<file path="src/rtl/tpu_pkg.sv">
`default_nettype none
// ============================================================================
//  Module      : tpu_pkg
//  Description : Shared types for the systolic MAC array. Holds the FSM state
//                enum, default element widths and the saturating-add helper
//                used when MAC_SAT_EN is defined.
//  Revision    : 1.0 - initial release
// ============================================================================
package tpu_pkg;

  localparam int TPU_BITS_AB = 8;
  localparam int TPU_BITS_C  = 16;
  localparam int TPU_DIM     = 4;

  typedef enum logic [1:0] {
    IDLE    = 2'd0,
    COMPUTE = 2'd1,
    FLUSH   = 2'd2,
    DRAIN   = 2'd3
  } state_e;

  typedef logic signed [TPU_BITS_AB-1:0] ab_t;
  typedef logic signed [TPU_BITS_C-1:0]  c_t;

  typedef struct packed {
    logic               ovf;
    logic signed [63:0] val;
  } sat_res_t;

  // Adds two sign-extended operands and clamps the sum to a signed range of
  // 'bits' bits; ovf flags that a clamp happened. Valid for bits up to 62.
  function automatic sat_res_t sat_add(input logic signed [63:0] acc,
                                       input logic signed [63:0] addend,
                                       input int unsigned        bits);
    logic signed [63:0] sum;
    logic signed [63:0] hi;
    logic signed [63:0] lo;
    sat_res_t           res;
    sum     = acc + addend;
    hi      = (64'sd1 <<< (bits - 1)) - 64'sd1;
    lo      = -(64'sd1 <<< (bits - 1));
    res.ovf = 1'b0;
    res.val = sum;
    if (sum > hi) begin
      res.ovf = 1'b1;
      res.val = hi;
    end else if (sum < lo) begin
      res.ovf = 1'b1;
      res.val = lo;
    end
    return res;
  endfunction

endpackage
`default_nettype wire

</file>
<file path="src/rtl/mac_pe.sv">
`default_nettype none
// ============================================================================
//  Module      : mac_pe
//  Description : One output-stationary processing element. Registers A and B
//                for its right/lower neighbours and keeps a signed accumulator
//                with clear / load / accumulate controls (in that priority).
//                Optional macro MAC_SAT_EN: clamp on overflow and report it.
//  Revision    : 1.0 - initial release
// ============================================================================
module mac_pe
  import tpu_pkg::*;
#(
  parameter int BITS_AB = 8,
  parameter int BITS_C  = 16
) (
  input  logic               clk,
  input  logic               rst_n,
  input  logic               clr_i,
  input  logic               load_i,
  input  logic [BITS_C-1:0]  load_val_i,
  input  logic               acc_en_i,
  input  logic [BITS_AB-1:0] a_i,
  input  logic [BITS_AB-1:0] b_i,
  output logic [BITS_AB-1:0] a_o,
  output logic [BITS_AB-1:0] b_o,
  output logic [BITS_C-1:0]  acc_o,
  output logic               sat_o
);

  logic [BITS_AB-1:0]        a_q;
  logic [BITS_AB-1:0]        b_q;
  logic [BITS_C-1:0]         acc_q;
  logic [BITS_C-1:0]         acc_d;
  logic signed [2*BITS_AB-1:0] prod;
  logic signed [BITS_C-1:0]  prod_ext;
`ifdef MAC_SAT_EN
  sat_res_t                  sum_res;
`endif

  assign prod     = $signed(a_i) * $signed(b_i);
  assign prod_ext = BITS_C'(prod);

  // Next accumulator value: clear beats load beats accumulate.
  always_comb begin
    acc_d = acc_q;
    sat_o = 1'b0;
`ifdef MAC_SAT_EN
    sum_res = '0;
`endif
    if (clr_i) begin
      acc_d = '0;
    end else if (load_i) begin
      acc_d = load_val_i;
    end else if (acc_en_i) begin
`ifdef MAC_SAT_EN
      sum_res = sat_add(64'($signed(acc_q)), 64'(prod_ext), BITS_C);
      acc_d   = sum_res.val[BITS_C-1:0];
      sat_o   = sum_res.ovf;
`else
      acc_d   = acc_q + prod_ext;
`endif
    end
  end

  // Operand pass-through registers and the accumulator.
  always_ff @(posedge clk) begin
    if (!rst_n) begin
      a_q   <= '0;
      b_q   <= '0;
      acc_q <= '0;
    end else begin
      a_q   <= a_i;
      b_q   <= b_i;
      acc_q <= acc_d;
    end
  end

  assign a_o   = a_q;
  assign b_o   = b_q;
  assign acc_o = acc_q;

endmodule
`default_nettype wire

</file>
<file path="src/rtl/systolic_mac_array.sv">
`default_nettype none
// ============================================================================
//  Module      : systolic_mac_array
//  Description : DIM x DIM output-stationary systolic array computing
//                C (+)= A*B from streamed A-column / B-row vectors. Skews the
//                inputs, flushes 2*DIM-1 cycles, then drains C a row per cycle.
//                Optional macro MAC_SAT_EN: saturating accumulate + sticky sat.
//  Revision    : 1.0 - initial release
// ============================================================================
module systolic_mac_array
  import tpu_pkg::*;
#(
  parameter int BITS_AB = TPU_BITS_AB,
  parameter int BITS_C  = TPU_BITS_C,
  parameter int DIM     = TPU_DIM
) (
  input  logic                     clk,
  input  logic                     rst_n,
  input  logic                     start,
  input  logic                     acc_clr,
  input  logic                     c_wr,
  input  logic [$clog2(DIM)-1:0]   c_addr,
  input  logic [DIM*BITS_C-1:0]    c_row,
  input  logic                     in_valid,
  output logic                     in_ready,
  input  logic                     in_last,
  input  logic [DIM*BITS_AB-1:0]   a_vec,
  input  logic [DIM*BITS_AB-1:0]   b_vec,
  output logic                     out_valid,
  input  logic                     out_ready,
  output logic [DIM*BITS_C-1:0]    out_row,
  output logic                     out_last,
  output logic                     busy,
  output logic                     sat
);

  localparam int AW = $clog2(DIM);
  localparam int FW = $clog2(2 * DIM);

  state_e            state_q, state_d;
  logic [AW-1:0]     row_q, row_d;
  logic [FW-1:0]     flush_q, flush_d;
  logic              sat_q, sat_d;

  logic              in_hs;
  logic              clr_all;
  logic              load_en;
  logic              acc_en;
  logic              sat_any;
  logic [DIM*DIM-1:0] sat_vec;

  // Operand buses: a_bus[i][j] / b_bus[i][j] are the inputs of PE(i,j).
  logic [BITS_AB-1:0] a_bus [DIM][DIM+1];
  logic [BITS_AB-1:0] b_bus [DIM+1][DIM];
  logic [BITS_C-1:0]  acc_w [DIM][DIM];

  assign in_ready  = (state_q == COMPUTE);
  assign busy      = (state_q != IDLE);
  assign out_valid = (state_q == DRAIN);
  assign out_last  = out_valid && (row_q == AW'(DIM - 1));
  assign in_hs     = in_valid && in_ready;
  assign clr_all   = (state_q == IDLE) && start && acc_clr;
  assign load_en   = (state_q == IDLE) && c_wr && !clr_all;
  assign acc_en    = (state_q == COMPUTE) || (state_q == FLUSH);
  assign sat_any   = |sat_vec;
  // The wrap build's PEs never report a clamp, so sat stays 0 there.
  assign sat       = sat_q;

  // Next-state logic: sequencing, flush timer, drain row pointer, sticky sat.
  always_comb begin
    state_d = state_q;
    row_d   = row_q;
    flush_d = flush_q;
    sat_d   = sat_q | sat_any;
    case (state_q)
      IDLE: begin
        if (start) begin
          state_d = COMPUTE;
          sat_d   = 1'b0;
        end
      end
      COMPUTE: begin
        if (in_hs && in_last) begin
          state_d = FLUSH;
          flush_d = '0;
        end
      end
      FLUSH: begin
        if (flush_q == FW'(2 * DIM - 2)) begin
          state_d = DRAIN;
          row_d   = '0;
        end else begin
          flush_d = flush_q + FW'(1);
        end
      end
      DRAIN: begin
        if (out_ready) begin
          if (row_q == AW'(DIM - 1)) begin
            state_d = IDLE;
            row_d   = '0;
          end else begin
            row_d = row_q + AW'(1);
          end
        end
      end
      default: state_d = IDLE;
    endcase
  end

  // Control state registers.
  always_ff @(posedge clk) begin
    if (!rst_n) begin
      state_q <= IDLE;
      row_q   <= '0;
      flush_q <= '0;
      sat_q   <= 1'b0;
    end else begin
      state_q <= state_d;
      row_q   <= row_d;
      flush_q <= flush_d;
      sat_q   <= sat_d;
    end
  end

  // Input skew: row/column i is delayed i cycles so that A[i][k] and B[k][j]
  // meet in PE(i,j) on the same edge. Cycles without a handshake feed zeros.
  for (genvar gi = 0; gi < DIM; gi++) begin : g_skew
    logic [BITS_AB-1:0] a_feed;
    logic [BITS_AB-1:0] b_feed;
    assign a_feed = in_hs ? a_vec[gi*BITS_AB +: BITS_AB] : '0;
    assign b_feed = in_hs ? b_vec[gi*BITS_AB +: BITS_AB] : '0;
    if (gi == 0) begin : g_direct
      assign a_bus[0][0] = a_feed;
      assign b_bus[0][0] = b_feed;
    end else begin : g_delay
      logic [BITS_AB-1:0] a_sr_q [gi];
      logic [BITS_AB-1:0] b_sr_q [gi];
      // Shift chain of gi stages toward the array edge.
      always_ff @(posedge clk) begin
        if (!rst_n) begin
          for (int s = 0; s < gi; s++) begin
            a_sr_q[s] <= '0;
            b_sr_q[s] <= '0;
          end
        end else begin
          a_sr_q[0] <= a_feed;
          b_sr_q[0] <= b_feed;
          for (int s = 1; s < gi; s++) begin
            a_sr_q[s] <= a_sr_q[s-1];
            b_sr_q[s] <= b_sr_q[s-1];
          end
        end
      end
      assign a_bus[gi][0] = a_sr_q[gi-1];
      assign b_bus[0][gi] = b_sr_q[gi-1];
    end
  end

  // PE grid: A moves right along a row, B moves down a column.
  for (genvar gr = 0; gr < DIM; gr++) begin : g_row
    for (genvar gc = 0; gc < DIM; gc++) begin : g_col
      mac_pe #(
        .BITS_AB (BITS_AB),
        .BITS_C  (BITS_C)
      ) u_pe (
        .clk        (clk),
        .rst_n      (rst_n),
        .clr_i      (clr_all),
        .load_i     (load_en && (c_addr == AW'(gr))),
        .load_val_i (c_row[gc*BITS_C +: BITS_C]),
        .acc_en_i   (acc_en),
        .a_i        (a_bus[gr][gc]),
        .b_i        (b_bus[gr][gc]),
        .a_o        (a_bus[gr][gc+1]),
        .b_o        (b_bus[gr+1][gc]),
        .acc_o      (acc_w[gr][gc]),
        .sat_o      (sat_vec[gr*DIM+gc])
      );
    end
  end

  // Drain mux: present accumulator row row_q while draining, zero otherwise.
  always_comb begin
    out_row = '0;
    if (state_q == DRAIN) begin
      for (int j = 0; j < DIM; j++) begin
        out_row[j*BITS_C +: BITS_C] = acc_w[row_q][j];
      end
    end
  end

endmodule
`default_nettype wire

</file>
<file path="config.mk">
export PLATFORM = sky130hd
export DESIGN_NAME = systolic_mac_array
export DESIGN_NICKNAME = d
export VERILOG_FILES = /design/src/rtl/tpu_pkg.sv /design/src/rtl/mac_pe.sv /design/src/rtl/systolic_mac_array.sv
export SDC_FILE = /design/constraint.sdc
export NUM_CORES = 2
export LEC_CHECK = 0
export ABC_AREA = 1
export BUFFER_PORTS_ARGS = -buffer_cell sky130_fd_sc_hd__buf_2
export CORE_UTILIZATION = 55
export DETAILED_ROUTE_END_ITERATION = 7
export PLACE_DENSITY = 0.72
export SYNTH_ARGS = -nofsm -noshare
export SYNTH_HDL_FRONTEND = slang
export SYNTH_SLANG_ARGS = --single-unit
</file>
<file path="constraint.sdc">
create_clock -name clk -period 8.16 [get_ports clk]
set_input_delay 1.224 -clock clk [delete_from_list [all_inputs] [get_ports clk]]
set_output_delay 1.224 -clock clk [all_outputs]
set_load 0.02 [all_outputs]
</file>
### After elaboration in Yosys (flattened, before gate mapping)

Memories as Yosys holds them, arrays and structs flattened.
Cells that the tools add are included.

* register bits: 455
* latch bits: 0
* bits in writable memories: 96
* ROM bits: 0
* input port bits: 138
* output and inout port bits: 69
* logic and storage cells: 211
* memories: 6

Memories
* g_skew[3].g_delay.a_sr_q: depth 3, width 8, read ports 3, clocked after Yosys merged registers in 0, wr ports 3, line systolic_mac_array.sv:136 `logic [BITS_AB-1:0] a_sr_q [gi];`
* g_skew[3].g_delay.b_sr_q: depth 3, width 8, read ports 3, clocked after Yosys merged registers in 0, wr ports 3, line systolic_mac_array.sv:137 `logic [BITS_AB-1:0] b_sr_q [gi];`
* g_skew[2].g_delay.a_sr_q: depth 2, width 8, read ports 2, clocked after Yosys merged registers in 0, wr ports 2, line systolic_mac_array.sv:136
* g_skew[2].g_delay.b_sr_q: depth 2, width 8, read ports 2, clocked after Yosys merged registers in 0, wr ports 2, line systolic_mac_array.sv:137
* g_skew[1].g_delay.a_sr_q: depth 1, width 8, read ports 1, clocked after Yosys merged registers in 0, wr ports 1, line systolic_mac_array.sv:136
* g_skew[1].g_delay.b_sr_q: depth 1, width 8, read ports 1, clocked after Yosys merged registers in 0, wr ports 1, line systolic_mac_array.sv:137

* add/sub/neg operators: 18
* multiply operators: 16
* div/mod/pow operators: 0
* order comparisons: 1
* eq/ne operators: 14
* shift-type cells: 0
* mux-type cells: 73
* bitwise gates (word level): 12
* reductions and logical operators: 28

Operators by type and width (count)
* 16-bit two-way mux: 32
* 16-bit adder: 16
* 8-bit by 8-bit multiplier with 16-bit output: 16
* 64-bit two-way mux: 3
* 8-bit two-way mux: 20
* 64-bit binary-select mux with 2-bit select: 1
* 2-bit two-way mux: 8
* 8-bit OR reduction: 2
* 2-bit nonzero test: 7
* 1-bit logical AND: 11
* 2-bit == test, second input constant: 5
* 1-bit bitwise OR: 10
* 2-bit by 1-bit inequality test with 1-bit output, second input constant: 4
* 2-bit one-hot mux with 4 select lines: 1
* 3-bit two-way mux: 2
* 3-bit one-hot mux with 2 select lines: 1
* 3-bit AND reduction: 2
* 5-bit AND reduction: 1
* 2-bit by 1-bit == test with 1-bit output, second input constant: 2
* 2-bit logical NOT: 2
* 1-bit two-way mux: 4
* 2-bit inequality test, second input constant: 2
* 2-bit one-hot mux with 2 select lines: 1
* 3-bit by 1-bit adder with 3-bit output, second input constant: 1
* other kinds (8): 8

### Depth between registers and ports, before layout

* depth after elaboration: 7
* mapped depth: 26
* depth with buffers taken out: 26

### Cells and area by module

Synthesis repeated with hierarchy kept, for this count alone.

* cells, all modules: 9855
* area total of the unflattened synthesis: 74132.3 µm²

Modules (own cells, without submodules)
* mac_pe (g_row[1].g_col[0].u_pe ...): instances 9, cells an instance 556, area each 4265.3 µm², sequential area each 640.6 µm²
* mac_pe (g_row[0].g_col[0].u_pe ...): instances 4, cells an instance 556, area each 4291.6 µm², sequential area each 640.6 µm²
* systolic_mac_array: instances 1, cells an instance 946, area each 5725.5 µm², sequential area each 2082.0 µm²
* mac_pe (g_row[3].g_col[3].u_pe): instances 1, cells an instance 566, area each 4300.4 µm², sequential area each 640.6 µm²
* mac_pe (g_row[3].g_col[1].u_pe): instances 1, cells an instance 565, area each 4290.4 µm², sequential area each 640.6 µm²
* mac_pe (g_row[3].g_col[2].u_pe): instances 1, cells an instance 550, area each 4261.6 µm², sequential area each 640.6 µm²

### Worst setup path after synthesis

OpenSTA, ideal clock, no wires.

* path type: input to register
* from: input port in_valid
* to: register g_row[0].g_col[0].u_pe.acc_q[13]
* setup time: 0.132 ns
* arrival: 6.201 ns
* data required time: 8.028 ns
* setup slack: 1.826 ns
* cell stages on the path: 22
* buffers on the path: 0
* cells stage by stage: nand2_1 > nor2_1 > inv_1 > nor2_1 > inv_1 > fa_1 > inv_1 > fa_1 > fa_1 > fa_1 > inv_1 > fa_1 > inv_1 > ha_1 > nand2_1 > nor2_1 > nand2_1 > nand2_1 > a21oi_1 > or2_2 > nand3_1 > a21oi_1

* cells in the longest elaborated chain, start to end: 6
* elaborated cells between the ends (all ways): 7
* classes of those cells: add/sub: 1; mul: 1; mux: 4; reduce/logical: 1

Ends and longest elaborated chain
* start, declared: line systolic_mac_array.sv:24 `input logic in_valid,`
* 1-bit logical AND (*): line systolic_mac_array.sv:61 `assign in_hs = in_valid && in_ready;`
* 8-bit two-way mux, on equally long branches: line systolic_mac_array.sv:130, systolic_mac_array.sv:131
* 8-bit by 8-bit multiplier with 16-bit output (*): line mac_pe.sv:40 `assign prod = $signed(a_i) * $signed(b_i);`
* 16-bit adder (*): line mac_pe.sv:60 `acc_d = acc_q + prod_ext;`
* 16-bit two-way mux (*): line mac_pe.sv:54 `end else if (acc_en_i) begin`
* 16-bit two-way mux (*): line mac_pe.sv:52 `end else if (load_i) begin`
* end signal, assigned: line mac_pe.sv:70 `acc_q <= '0;`
* end signal, assigned: line mac_pe.sv:74 `acc_q <= acc_d;`
* end, declared: line mac_pe.sv:32 `logic [BITS_C-1:0] acc_q;`

Every way passes the cells marked *; elsewhere a longest branch is shown, timed or not. The select of a mux whose other input is x is not followed.
A chain may end at the register's enable or synchronous reset.

### Worst setup path in the final report

* from: register state_q[1]
* to: register g_row[0].g_col[0].u_pe.acc_q[13]

* cells in the longest elaborated chain, start to end: 7
* elaborated cells between the ends (all ways): 19
* classes of those cells: add/sub: 1; mul: 1; eq/ne: 2; mux: 4; reduce/logical: 11

Ends and longest elaborated chain
* start, declared: line systolic_mac_array.sv:40 `state_e state_q, state_d;`
* start signal, assigned: line systolic_mac_array.sv:118 `state_q <= state_d;`
* 2-bit by 1-bit == test with 1-bit output or 2-bit logical NOT (tied branches)
* 1-bit logical AND, on equally long branches: line systolic_mac_array.sv:61, systolic_mac_array.sv:62
* 8-bit two-way mux (tied with other cells): line systolic_mac_array.sv:130 `assign a_feed = in_hs ? a_vec[gi*BITS_AB +: BITS_AB] : '0;`
* 8-bit by 8-bit multiplier with 16-bit output or 1-bit logical NOT (tied branches): line mac_pe.sv:40, systolic_mac_array.sv:63
* 16-bit adder or 1-bit logical AND (tied branches): line mac_pe.sv:60, systolic_mac_array.sv:63
* 16-bit two-way mux or 1-bit logical AND (tied branches): line mac_pe.sv:54, systolic_mac_array.sv:169
* 16-bit two-way mux or 2-bit nonzero test (tied branches)

Several ways; a longest one is shown, not always the timed one. The select of a mux whose other input is x is not followed.

==> reports/qor.csv <==
metric,value,unit
pre_cts_slack,1.34,ns
grt_usage,0.352,
dr_total_vias,60436,
area_growth,5.75,%
syn_nets,11508,
wirelength,227000,um
ff_latch_area,0.0110,mm^2
p_clk_frac,0.306,
power.leakage,44.1,nW
syn_area_per_cell,7.49,um^2
top_usage_layer,met2,
p_sw_frac,0.457,
tritoncts,yes,
multiInputGateArea,0.0489,mm^2
cts-resized-gates,0,
critical_path.max_stage_delay,0.55,ns
grt_antenna_before_repair,17,
grt_pass1_wl,354000,um
final_hold_viol_count,0,
internal_power,5.84,mW
drive_gt1_frac,0.0492,
seqPwrFrac,0.294,
path_delay_family,adder cells,
finalPower,10.8,mW
pwr-share-comb,0.400,
nNetsFinal,11403,
die_area,0.133,mm^2
relSlewSlack,0.185,
synth_cell_types,44,
cp-start-kind,register,
gr-usage-met3,0.0816,
finalCritPeriodShare,0.766,
path_class,register to register,
vdd_ir_drop_max,342,uV
grt_pass1_vias,61946,
cts_hold_buf,0,
synth_edf_count,0,
worst_path_most_repeated_cell,inv_1,
routedWlPerCell,20.0,um
setup_tns,0,ns
worst_skew_pair.late_latency,0.68,ns
syn_area,0.0722,mm^2
hpwlAfterDp,181000,um
layout_min_cycle_time,6.25,ns
cp-end-kind,register,
cts_setup_buffers,0,
critPathArrivalTime,6.77,ns
worst-path-buf-inv,7,
worst_path_max_delay_cell,nor2_1,
tightest_slew,1.22,ns
drc_errors,0,
switchingPower,4.92,mW
rsz0062_at_grt,no,
chipWidth,364,um
port_buffers,205,
max_cap_violations,0,
cts-root-buf,clkbuf_16,
rows,132,
timing.fmax,0.160,GHz
grtUsageMet2,0.563,
final_cell_mix,"2798 x inv_1, 2295 x nand2_1, 1136 x fa_1, 600 x ha_1, 549 x dfxtp_1",
drv_slew,0,
syn_inst,9634,
htreeDepth,3,
stdcell_count,11334,
layout_commonest_cell,inv_1,
viasPerCell,5.33,
grt_max_degree,89,
ys_seq_area_frac,0.153,
skew,0.0290,ns
use_met1,0.445,
ys_warn_count,0,
dieHeight,364,um
numCtsBuffers,71,
ys_ff_latch,551,
core_area,0.130,mm^2
dp_cells,11198,
cts_buffer_depth,3,
overflow,0,
async_reset_ff_frac,0,
setup_slack,1.91,ns
place.gp.congestion,0.990,
power.density,141,mW/mm^2
cp_max_fo,9,
yosys_most_used_dff,dfxtp_1,
hold_path_class,register to register,
utilization,0.588,
ant_nets,0,
drt-initial-drc-count,4855,
initial_core_util,0.556,
nFillCells,11977,
clkSinkCount,551,
dr.pass1.iters,6,
cp.required,8.68,ns
setup_viol,0,
path_clk_slew,0.06,ns
status,completed,
io_pins,207,
==> layout make-up <==
| class | instances | area share |
|---|---|---|
| inverters | 2818 | 0.139 |
| clock inverters | 35 | 0.00500 |
| diodes | 11 | 0.000361 |
| clock buffers | 90 | 0.0261 |
| multi-input cells | 5858 | 0.641 |
| flip-flops and latches | 551 | 0.145 |
| repair buffers | 229 | 0.0159 |
| well taps | 1742 | 0.0286 |
==> synth_stat cells, types with 15 or more instances <==
cell type  instances  area, um^2
clkbuf_1         327        1230
nand3b_1          33         248
o22ai_1           56         350
dfxtp_1          551       11000
o21bai_1          26         195
o221ai_1          37         324
nand2_1         2298        8630
nand4_1           19         119
xnor2_1           49         429
nor2_1           292        1100
o211ai_1          52         390
xor2_1            53         464
a21oi_1          386        1930
ha_1             600        7510
buf_2             51         255
nand3_1          270        1350
nor3_1            26         130
buf_4             15         113
fa_1            1136       22700
a31oi_1          112         701
inv_1           2801       10500
or2_2             89         557
o21ai_0          283        1420
==> metrics by stage <==
| stage | instance area, um^2 | hold WS, ns |
|---|---|---|
| detailed placement | 73900 | 0.395 |
| finish | 76300 | 0.408 |
| global route | 76300 | 0.426 |
| CTS | 76300 | 0.409 |
| floorplan | 72200 | 0.390 |
| global placement | 73900 | 0.396 |
==> power groups by stage <==
stage / combinational (mW) / sequential [mW] / clock (mW)
CTS: 4.19 / 3.16 / 3.31
detailed placement: 4.15 / 3.21 / 0
global route: 4.62 / 3.18 / 3.42
global placement: 4.13 / 3.21 / 0
floorplan: 2.69 / 3.01 / 0
finish: 4.30 / 3.17 / 3.29
==> tightest hold or removal path, stage by stage, from the launching register on <==
cell and delay [ns]:
dfxtp_1 0.31, nand2_1 0.05, inv_1 0.04
==> final timing paths <==
kind	start	to	slack [ns]	depth (start not counted)
worst max-delay path	state_q[1]	g_row[0].g_col[0].u_pe.acc_o[13]	1.91	25
worst min-delay path	g_skew[3].g_delay.b_sr_q[0][15]	g_skew[3].g_delay.b_sr_q[0][23]	0.41	2
worst max register to register	state_q[1]	g_row[0].g_col[0].u_pe.acc_o[13]	1.91	25
worst min register to register	g_skew[3].g_delay.b_sr_q[0][15]	g_skew[3].g_delay.b_sr_q[0][23]	0.41	2
==> flip-flops by register name, indices dropped and copies added, names as in the netlist <==
signal / count
g_skew.g_delay.b_sr_q: 48
row_q: 2
g_row.g_col.u_pe.acc_o: 256
state_q: 2
flush_q: 3
g_skew.g_delay.a_sr_q: 48
g_row.g_col.u_pe.a_o: 96
g_row.g_col.u_pe.b_o: 96
==> cells by family (layout without fill, tap and decap cells) <==
logic type | count (synthesis) | in the layout | share of synthesized area
xor gates and xnor gates | 102 | 102 | 0.0124
DFF | 551 | 551 | 0.153
adders and majority gates | 1736 | 1736 | 0.419
other | 1 | 12 | 0.0000520
buffers and inverters | 3225 | 3172 | 0.170
and+or+nand+nor | 3050 | 3050 | 0.170
AOI/OAI and AO/OA | 969 | 969 | 0.0752
==> per-layer routing <==
layer | routed length (um) | part of all wire
met1 | 90000 | 0.40
met4 | 14000 | 0.062
met5 | 85 | 0.00037
met2 | 102000 | 0.45
met3 | 21200 | 0.093
No activity file was read; power rests on OpenSTA's default activity.
